**src/rtl/orion_tlm_pkg.sv**
```systemverilog
// Shared types and frame layout for the ORION ADC telemetry framer.
// ORION_TLM_CHECKSUM_EN selects the 8-word frame with a trailing sum word.
package orion_tlm_pkg;

  typedef enum logic [1:0] {IDLE, REQ, REL, SEND} tlm_state_e;

  localparam logic [3:0] HDR_TAG     = 4'hA;
  localparam int         NUM_CH      = 6;
  localparam int         SEQ_W       = 8;
  localparam int         WIDX_W      = 3;
  localparam int         HDR_TAG_MSB = 15;
  localparam int         HDR_TAG_LSB = 12;
  localparam int         HDR_OVR_BIT = 11;
  localparam int         HDR_TMO_BIT = 10;

`ifdef ORION_TLM_CHECKSUM_EN
  localparam int FRAME_WORDS = 8;
`else
  localparam int FRAME_WORDS = 7;
`endif

  function automatic logic [15:0] mk_hdr(input logic ovr, input logic tmo,
                                         input logic [SEQ_W-1:0] seq);
    logic [15:0] h;
    h = '0;
    h[HDR_TAG_MSB:HDR_TAG_LSB] = HDR_TAG;
    h[HDR_OVR_BIT]             = ovr;
    h[HDR_TMO_BIT]             = tmo;
    h[SEQ_W-1:0]               = seq;
    return h;
  endfunction

endpackage

```
**src/rtl/orion_adc_telemetry_if.sv**
```systemverilog
// Telemetry word stream towards the Tx FIFO control (valid/ready, last marks frame end).
interface orion_adc_telemetry_if;
  logic [15:0] tlm_data;
  logic        tlm_valid;
  logic        tlm_ready;
  logic        tlm_last;

  modport master (output tlm_data, output tlm_valid, output tlm_last, input tlm_ready);
  modport slave  (input tlm_data, input tlm_valid, input tlm_last, output tlm_ready);
endinterface

```
**src/rtl/orion_tlm_timer.sv**
```systemverilog
// Free-running frame period counter plus a restartable ack-timeout down-counter.
module orion_tlm_timer #(
  parameter int PERIOD_CLKS = 30720,
  parameter int ACK_TIMEOUT = 4096
) (
  input  logic clock,
  input  logic nreset,
  input  logic i_tmo_start,
  output logic o_wrap,
  output logic o_tmo_expired
);
  localparam int PW = $clog2(PERIOD_CLKS);
  localparam int TW = $clog2(ACK_TIMEOUT + 1);

  logic [PW-1:0] r_per;
  logic [TW-1:0] r_tmo;

  assign o_wrap        = (r_per == PW'(PERIOD_CLKS - 1));
  assign o_tmo_expired = (r_tmo == '0);

  // Loaded on the edge that enters a waiting state, so expiry lands in its ACK_TIMEOUT-th cycle.
  always_ff @(posedge clock) begin
    if (!nreset) begin
      r_per <= '0;
      r_tmo <= '0;
    end else begin
      r_per <= o_wrap ? '0 : r_per + 1'b1;
      if (i_tmo_start)      r_tmo <= TW'(ACK_TIMEOUT - 1);
      else if (r_tmo != '0) r_tmo <= r_tmo - 1'b1;
    end
  end
endmodule

```
**src/rtl/orion_adc_telemetry.sv**
```systemverilog
// Peak-detect reset/ack handshake and per-period framing of the six slow-ADC channels.
// Define ORION_TLM_CHECKSUM_EN to append a mod-2^16 sum of w0..w6 as the last word.
module orion_adc_telemetry
  import orion_tlm_pkg::*;
#(
  parameter int PERIOD_CLKS = 30720,
  parameter int ACK_TIMEOUT = 4096
) (
  input  logic                  clock,
  input  logic                  nreset,
  input  logic                  enable,
  input  logic [11:0]           AIN1,
  input  logic [11:0]           AIN2,
  input  logic [11:0]           AIN3,
  input  logic [11:0]           AIN4,
  input  logic [11:0]           AIN5,
  input  logic [11:0]           AIN6,
  input  logic                  pk_detect_ack,
  output logic                  pk_detect_reset,
  orion_adc_telemetry_if.master tlm,
  output logic                  tlm_overrun,
  output logic                  tlm_timeout
);
  tlm_state_e              r_state, w_state_nxt;
  logic                    r_pend, r_ack_hi, r_ovr_f, r_tmo_f, r_hdr_ovr;
  logic                    r_ovr_sticky, r_tmo_sticky;
  logic [SEQ_W-1:0]        r_seq;
  logic [NUM_CH-1:0][11:0] r_snap;
  logic                    r_valid, r_last;
  logic [15:0]             r_data;
  logic [WIDX_W-1:0]       r_widx, w_nidx;
  logic [15:0]             w_word;
  logic                    w_wrap, w_tmo_exp, w_tmo_start;
  logic                    w_take, w_snap_en, w_tmo_evt, w_ovr_evt;
  logic                    w_hs, w_last_hs, w_load;

  orion_tlm_timer #(.PERIOD_CLKS(PERIOD_CLKS), .ACK_TIMEOUT(ACK_TIMEOUT)) u_timer (
    .clock         (clock),
    .nreset        (nreset),
    .i_tmo_start   (w_tmo_start),
    .o_wrap        (w_wrap),
    .o_tmo_expired (w_tmo_exp)
  );

  assign w_hs        = r_valid && tlm.tlm_ready;
  assign w_last_hs   = w_hs && r_last;
  assign w_tmo_start = (w_state_nxt != r_state);
  assign w_ovr_evt   = w_wrap && (r_pend || (r_state != IDLE));

  always_comb begin
    w_state_nxt = r_state;
    w_take      = 1'b0;
    w_snap_en   = 1'b0;
    w_tmo_evt   = 1'b0;
    case (r_state)
      IDLE: if (r_pend && enable) begin
        w_take      = 1'b1;
        w_state_nxt = REQ;
      end
      REQ: if (pk_detect_ack) begin
        w_snap_en   = 1'b1;
        w_state_nxt = REL;
      end else if (w_tmo_exp) begin
        w_snap_en   = 1'b1;
        w_tmo_evt   = 1'b1;
        w_state_nxt = REL;
      end
      // Release waits for the falling ack edge; an ack that never rose must time out here too.
      REL: if (!pk_detect_ack && r_ack_hi) begin
        w_state_nxt = SEND;
      end else if (w_tmo_exp) begin
        w_tmo_evt   = 1'b1;
        w_state_nxt = SEND;
      end
      SEND: if (w_last_hs) w_state_nxt = IDLE;
      default: w_state_nxt = IDLE;
    endcase
  end

  // Output word register: first SEND cycle loads w0, each non-final handshake loads the next.
  assign w_nidx = r_valid ? r_widx + 1'b1 : '0;
  assign w_load = (r_state == SEND) && (!r_valid || (w_hs && !r_last));

`ifdef ORION_TLM_CHECKSUM_EN
  logic [15:0] r_sum;
`endif

  always_comb begin
    case (w_nidx)
      3'd0:    w_word = mk_hdr(r_ovr_f, r_tmo_f, r_seq);
`ifdef ORION_TLM_CHECKSUM_EN
      3'd7:    w_word = r_sum;
`else
      3'd7:    w_word = '0;
`endif
      default: w_word = {1'b0, w_nidx, r_snap[w_nidx - 3'd1]};
    endcase
  end

`ifdef ORION_TLM_CHECKSUM_EN
  always_ff @(posedge clock) begin
    if (!nreset)                                          r_sum <= '0;
    else if (w_load && (w_nidx == 3'd0))                  r_sum <= w_word;
    else if (w_load && (w_nidx < 3'(FRAME_WORDS - 1)))    r_sum <= r_sum + w_word;
  end
`endif

  always_ff @(posedge clock) begin
    if (!nreset) begin
      r_state      <= IDLE;
      r_pend       <= 1'b0;
      r_ack_hi     <= 1'b0;
      r_ovr_f      <= 1'b0;
      r_tmo_f      <= 1'b0;
      r_hdr_ovr    <= 1'b0;
      r_ovr_sticky <= 1'b0;
      r_tmo_sticky <= 1'b0;
      r_seq        <= '0;
      r_snap       <= '0;
      r_valid      <= 1'b0;
      r_last       <= 1'b0;
      r_data       <= '0;
      r_widx       <= '0;
    end else begin
      r_state      <= w_state_nxt;
      r_pend       <= (r_pend && !w_take) || w_wrap;
      r_ovr_sticky <= r_ovr_sticky || w_ovr_evt;
      r_tmo_sticky <= r_tmo_sticky || w_tmo_evt;
      r_tmo_f      <= (r_tmo_f && !w_last_hs) || w_tmo_evt;
      // Only the overrun already reported in this header is retired; later ones carry forward.
      r_ovr_f      <= (r_ovr_f && !(w_last_hs && r_hdr_ovr)) || w_ovr_evt;
      if (r_state == REQ) r_ack_hi <= pk_detect_ack;
      if (w_snap_en)      r_snap   <= {AIN6, AIN5, AIN4, AIN3, AIN2, AIN1};
      if (w_last_hs)      r_seq    <= r_seq + 1'b1;
      if (w_load) begin
        r_valid <= 1'b1;
        r_data  <= w_word;
        r_widx  <= w_nidx;
        r_last  <= (w_nidx == 3'(FRAME_WORDS - 1));
        if (w_nidx == 3'd0) r_hdr_ovr <= r_ovr_f;
      end else if (w_last_hs) begin
        r_valid <= 1'b0;
        r_last  <= 1'b0;
      end
    end
  end

  assign pk_detect_reset = (r_state == REQ);
  assign tlm.tlm_data    = r_data;
  assign tlm.tlm_valid   = r_valid;
  assign tlm.tlm_last    = r_last;
  assign tlm_overrun     = r_ovr_sticky;
  assign tlm_timeout     = r_tmo_sticky;
endmodule

```
**src/flat_wrapper.sv**
```systemverilog
// flat-port wrapper written by rule: the top's interface ports become plain ports
module orion_adc_telemetry_flat import orion_tlm_pkg::*;
#(
  parameter int PERIOD_CLKS = 30720,
  parameter int ACK_TIMEOUT = 4096
)
  (clock, nreset, enable, AIN1, AIN2, AIN3, AIN4, AIN5, AIN6, pk_detect_ack, pk_detect_reset, tlm_overrun, tlm_timeout, tlm_tlm_data, tlm_tlm_valid, tlm_tlm_last, tlm_tlm_ready);
  orion_adc_telemetry_if tlm_i ();
  input  logic clock;
  input  logic nreset;
  input  logic enable;
  input  logic [11:0] AIN1;
  input  logic [11:0] AIN2;
  input  logic [11:0] AIN3;
  input  logic [11:0] AIN4;
  input  logic [11:0] AIN5;
  input  logic [11:0] AIN6;
  input  logic pk_detect_ack;
  output logic pk_detect_reset;
  output logic tlm_overrun;
  output logic tlm_timeout;
  output wire logic [$bits(tlm_i.tlm_data)-1:0] tlm_tlm_data;
  output wire logic [$bits(tlm_i.tlm_valid)-1:0] tlm_tlm_valid;
  output wire logic [$bits(tlm_i.tlm_last)-1:0] tlm_tlm_last;
  input wire logic [$bits(tlm_i.tlm_ready)-1:0] tlm_tlm_ready;
  assign tlm_tlm_data = tlm_i.tlm_data;
  assign tlm_tlm_valid = tlm_i.tlm_valid;
  assign tlm_tlm_last = tlm_i.tlm_last;
  assign tlm_i.tlm_ready = tlm_tlm_ready;
  orion_adc_telemetry #(.PERIOD_CLKS(PERIOD_CLKS), .ACK_TIMEOUT(ACK_TIMEOUT)) u_core (.clock(clock), .nreset(nreset), .enable(enable), .AIN1(AIN1), .AIN2(AIN2), .AIN3(AIN3), .AIN4(AIN4), .AIN5(AIN5), .AIN6(AIN6), .pk_detect_ack(pk_detect_ack), .pk_detect_reset(pk_detect_reset), .tlm(tlm_i), .tlm_overrun(tlm_overrun), .tlm_timeout(tlm_timeout));
endmodule
```
**config.mk**
```make
export PLATFORM = sky130hd
export DESIGN_NAME = orion_adc_telemetry_flat
export DESIGN_NICKNAME = d
export VERILOG_FILES = /design/src/rtl/orion_tlm_pkg.sv /design/src/rtl/orion_adc_telemetry_if.sv /design/src/rtl/orion_tlm_timer.sv /design/src/rtl/orion_adc_telemetry.sv /design/src/flat_wrapper.sv
export SDC_FILE = /design/constraint.sdc
export NUM_CORES = 1
export LEC_CHECK = 0
export CAP_MARGIN = 20
export CORE_MARGIN = 2
export CORE_UTILIZATION = 45
export DETAILED_ROUTE_END_ITERATION = 10
export GPL_TIMING_DRIVEN = 0
export PLACE_DENSITY = 0.68
export SETUP_SLACK_MARGIN = 0.2
export SYNTH_ARGS = -nofsm -noshare
export SYNTH_HDL_FRONTEND = slang
export SYNTH_SLANG_ARGS = --single-unit
```
**constraint.sdc**
```tcl
create_clock -name clock -period 3.4 [get_ports clock]
set_input_delay 0.51 -clock clock [delete_from_list [all_inputs] [get_ports clock]]
set_output_delay 0.51 -clock clock [all_outputs]
set_load 0.005 [all_outputs]
```
==> impl_metrics.env <==
export IMPL_status="complete, no violations"
export IMPL_dr_pass1_iters=4
export IMPL_avgViaCountPerCell=5.28
export IMPL_io_pins=98
export IMPL_cts_tree="built"
export IMPL_die_area_sq_mm=0.0153
export IMPL_grt_max_degree=17
export IMPL_peakVddDrop_v=0.000377
export IMPL_worstPathRequired_ns=3.77
export IMPL_fmax_ghz=0.338
export IMPL_antennaDiodeCount=0
export IMPL_r2r_slack_ns=0.44
export IMPL_ys_types=52
export IMPL_yosysTopAreaCell="dfxtp_1"
export IMPL_syn_area_per_cell_sq_um=8.81
export IMPL_path_max_fanout=10
export IMPL_rr_endpoint="u_core.u_timer.r_tmo[10]"
export IMPL_fp_dieH_um=124
export IMPL_dr_first_iter_drc_count=323
export IMPL_final_nets=939
export IMPL_core_area_sq_mm=0.0139
export IMPL_drc_errors=0
export IMPL_cts_buffers=17
export IMPL_gp_congestion=0.891
export IMPL_p_leak_nw=2.83
export IMPL_postCtsSetupRepairBufs=0
export IMPL_syn_area_sq_mm=0.00647
export IMPL_rr_worst_depth=8
export IMPL_placed_area_sq_mm=0.00765
export IMPL_start_util_pct=46.4
export IMPL_yosys_warnings=0
export IMPL_cts_hold_fix_buffers=0
export IMPL_ys_ff_latch=138
export IMPL_mostFrequentLayoutCell="nand2_1"
export IMPL_dp_hpwl_um=12300
export IMPL_ys_seq_area_share_pct=42.7
export IMPL_tightest_slew_ns=0.971
export IMPL_clk_latency_ns=0.43
export IMPL_crit_type="flip-flop to flip-flop"
export IMPL_grt_overflow_total=0
export IMPL_synth_top_area_share_pct=42.7
export IMPL_synth_edf_count=0
export IMPL_end_kind="flip-flop"
export IMPL_setup_viol=0
export IMPL_hold_class="flip-flop to flip-flop"
export IMPL_antenna_left=0
export IMPL_syn_nets=824
export IMPL_fillers=1224
export IMPL_critical_path_startpoint="u_core.r_state[0]"
export IMPL_period_minus_slack_ns=2.96
export IMPL_powerDensity_mw_per_mm2=505
export IMPL_layout_common_cells="162 x nand2_1, 138 x dfxtp_1, 96 x clkdlybuf4s50_1"
export IMPL_cts_sinks=138
export IMPL_arrival_ns=3.32
export IMPL_slew_headroom_pct=34.8
export IMPL_finalHoldViolCount=0
export IMPL_htreeDepth=4
export IMPL_clk_pin_slew_worst_paths_ns=0.06
export IMPL_maxSlewViolCount=0
export IMPL_area_growth_pct=27.5
export IMPL_cts_root_buf="clkbuf_16"
export IMPL_first_global_vias=5459
export IMPL_wl_per_cell_um=15.7
export IMPL_syn_instance_count=734
export IMPL_dieWidth_um=124
export IMPL_vias=5506
export IMPL_final_setup_tns_ns=0
export IMPL_synthArstFlopShare_pct=0
export IMPL_layout_drive_gt1_share_pct=9.63
export IMPL_antenna_found_initial=0
export IMPL_wirelength_um=16400
export IMPL_design_area_sq_mm=0.00825
export IMPL_finalCritPeriodShare_pct=87.0
export IMPL_synth_area_leaders="dfxtp_1 43%, nand2_1 9.4%, a21boi_0 9.3%"
export IMPL_grt_first_pass_wirelength_um=26400
export IMPL_rows=43
export IMPL_port_buffer_count=96
export IMPL_rsz0062_at_grt="false"
export IMPL_finClkSkew_ns=0.00925
export IMPL_synth_flop_cell="dfxtp_1"
export IMPL_r2r_start="u_core.r_state[0]"
export IMPL_crit_end="u_core.u_timer.r_tmo[10]"
export IMPL_cp_start_kind="flip-flop"
export IMPL_cap_violations=0
export IMPL_clk_path_buf_depth=2
export IMPL_grtUsageTotal_pct=22.7
-- worst max-delay path: stages (launching register included) --
cell,delay [ns]
dfxtp_1,0.48
ha_1,0.23
clkbuf_1,0.29
or4b_2,0.61
nor4_1,0.36
o21ai_0,0.13
o31ai_1,0.18
clkbuf_1,0.42
o31a_1,0.20
-- cells in the mapped netlist, drive strengths merged, types with 9 or more instances --
cell type,count
nand2,162
nor2,29
o211ai,12
mux4,12
nor2b,14
a22o,10
o21a,15
xnor2,13
nand3,25
clkbuf,38
ha,13
o31a,13
xor2,9
mux2,13
a21oi,20
o21ai,19
and2,12
a21boi,80
dfxtp,138
inv,11
buf,14
-- worst min path at each step --
stage	from	end	slack, ns	cells after the start
floorplan	u_core.u_timer.r_per[0]	u_core.u_timer.r_per[0]	0.43	1
global route	u_core.r_snap[43]	u_core.r_snap[43]	0.49	2
finish	u_core.r_snap[57]	u_core.r_snap[57]	0.47	2
CTS	u_core.r_snap[28]	u_core.r_snap[28]	0.47	2
global placement	u_core.u_timer.r_per[0]	u_core.u_timer.r_per[0]	0.44	1
detailed placement	u_core.r_snap[46]	u_core.r_snap[46]	0.46	2
-- where the power goes --
part	total, mW	switching (mW)	internal [mW]
Combinational	0.626	0.292	0.333
Clock	1.80	0.731	1.07
Sequential	1.74	0.0641	1.68
-- what timing repair did --
action,4_1_cts,5_1_grt
endpoints found under the setup margin,9,78
gates cloned,0,0
gates resized for setup,1,3
-- logic make-up (layout without fill, tap and decap cells) --
logic type,Yosys count,in the layout,share of synthesized area (%)
adders and majority gates,13,13,2.52
muxes,30,30,7.22
AOI/OAI and AO/OA,183,183,20.5
xor gates and xnor gates,22,22,2.98
DFF,138,138,42.7
buffers and inverters,63,191,4.08
and+or+nand+nor,285,285,20.0
-- layer usage --
metal | track usage (%) | up-vias | share of wire, %
met5 | 0 | - | 0
met1 | 28.1 | 2584 | 45
met2 | 37.9 | 117 | 48
li1 | - | 2779 | -
met3 | 5.77 | 26 | 4.8
met4 | 9.02 | 0 | 2.2
-- registers in the layout (all words and copies together), names as in the netlist --
| signal | cells |
|---|---|
| u_core.r_ack_hi | 1 |
| u_core.r_hdr_ovr | 1 |
| u_core.r_ovr_f | 1 |
| u_core.r_pend | 1 |
| u_core.r_seq | 8 |
| u_core.r_snap | 72 |
| u_core.r_state | 2 |
| u_core.r_tmo_f | 1 |
| u_core.r_widx | 3 |
| u_core.tlm.tlm_data | 16 |
| u_core.tlm.tlm_last | 1 |
| u_core.tlm.tlm_valid | 1 |
| u_core.tlm_overrun | 1 |
| u_core.tlm_timeout | 1 |
| u_core.u_timer.r_per | 15 |
| u_core.u_timer.r_tmo | 13 |
-- final cells by class --
class | count | area (sq um) | share of cell area, %
Inverter | 11 | 41.3 | 0.501
Timing Repair Buffer | 96 | 961 | 11.7
Multi-Input combinational cell | 533 | 3450 | 41.8
Buffer | 52 | 225 | 2.73
Clock buffer | 20 | 467 | 5.66
Clock inverter | 12 | 115 | 1.40
Sequential cell | 138 | 2760 | 33.5
Tap cell | 180 | 225 | 2.73
-- stage by stage --
step	hold slack, ns	instances	power [mW]	setup WS, ns	utilization (%)
6_report	0.466	1042	4.17	0.442	59.2
5_1_grt	0.487	1042	4.33	0.250	59.2
4_1_cts	0.467	1042	4.17	0.330	59.1
3_5_place_dp	0.458	1010	2.38	0.106	54.9
3_3_place_gp	0.444	1010	2.35	0.208	54.9
2_1_floorplan	0.426	734	2.19	0.871	-
(Power assumes the default switching activity.)
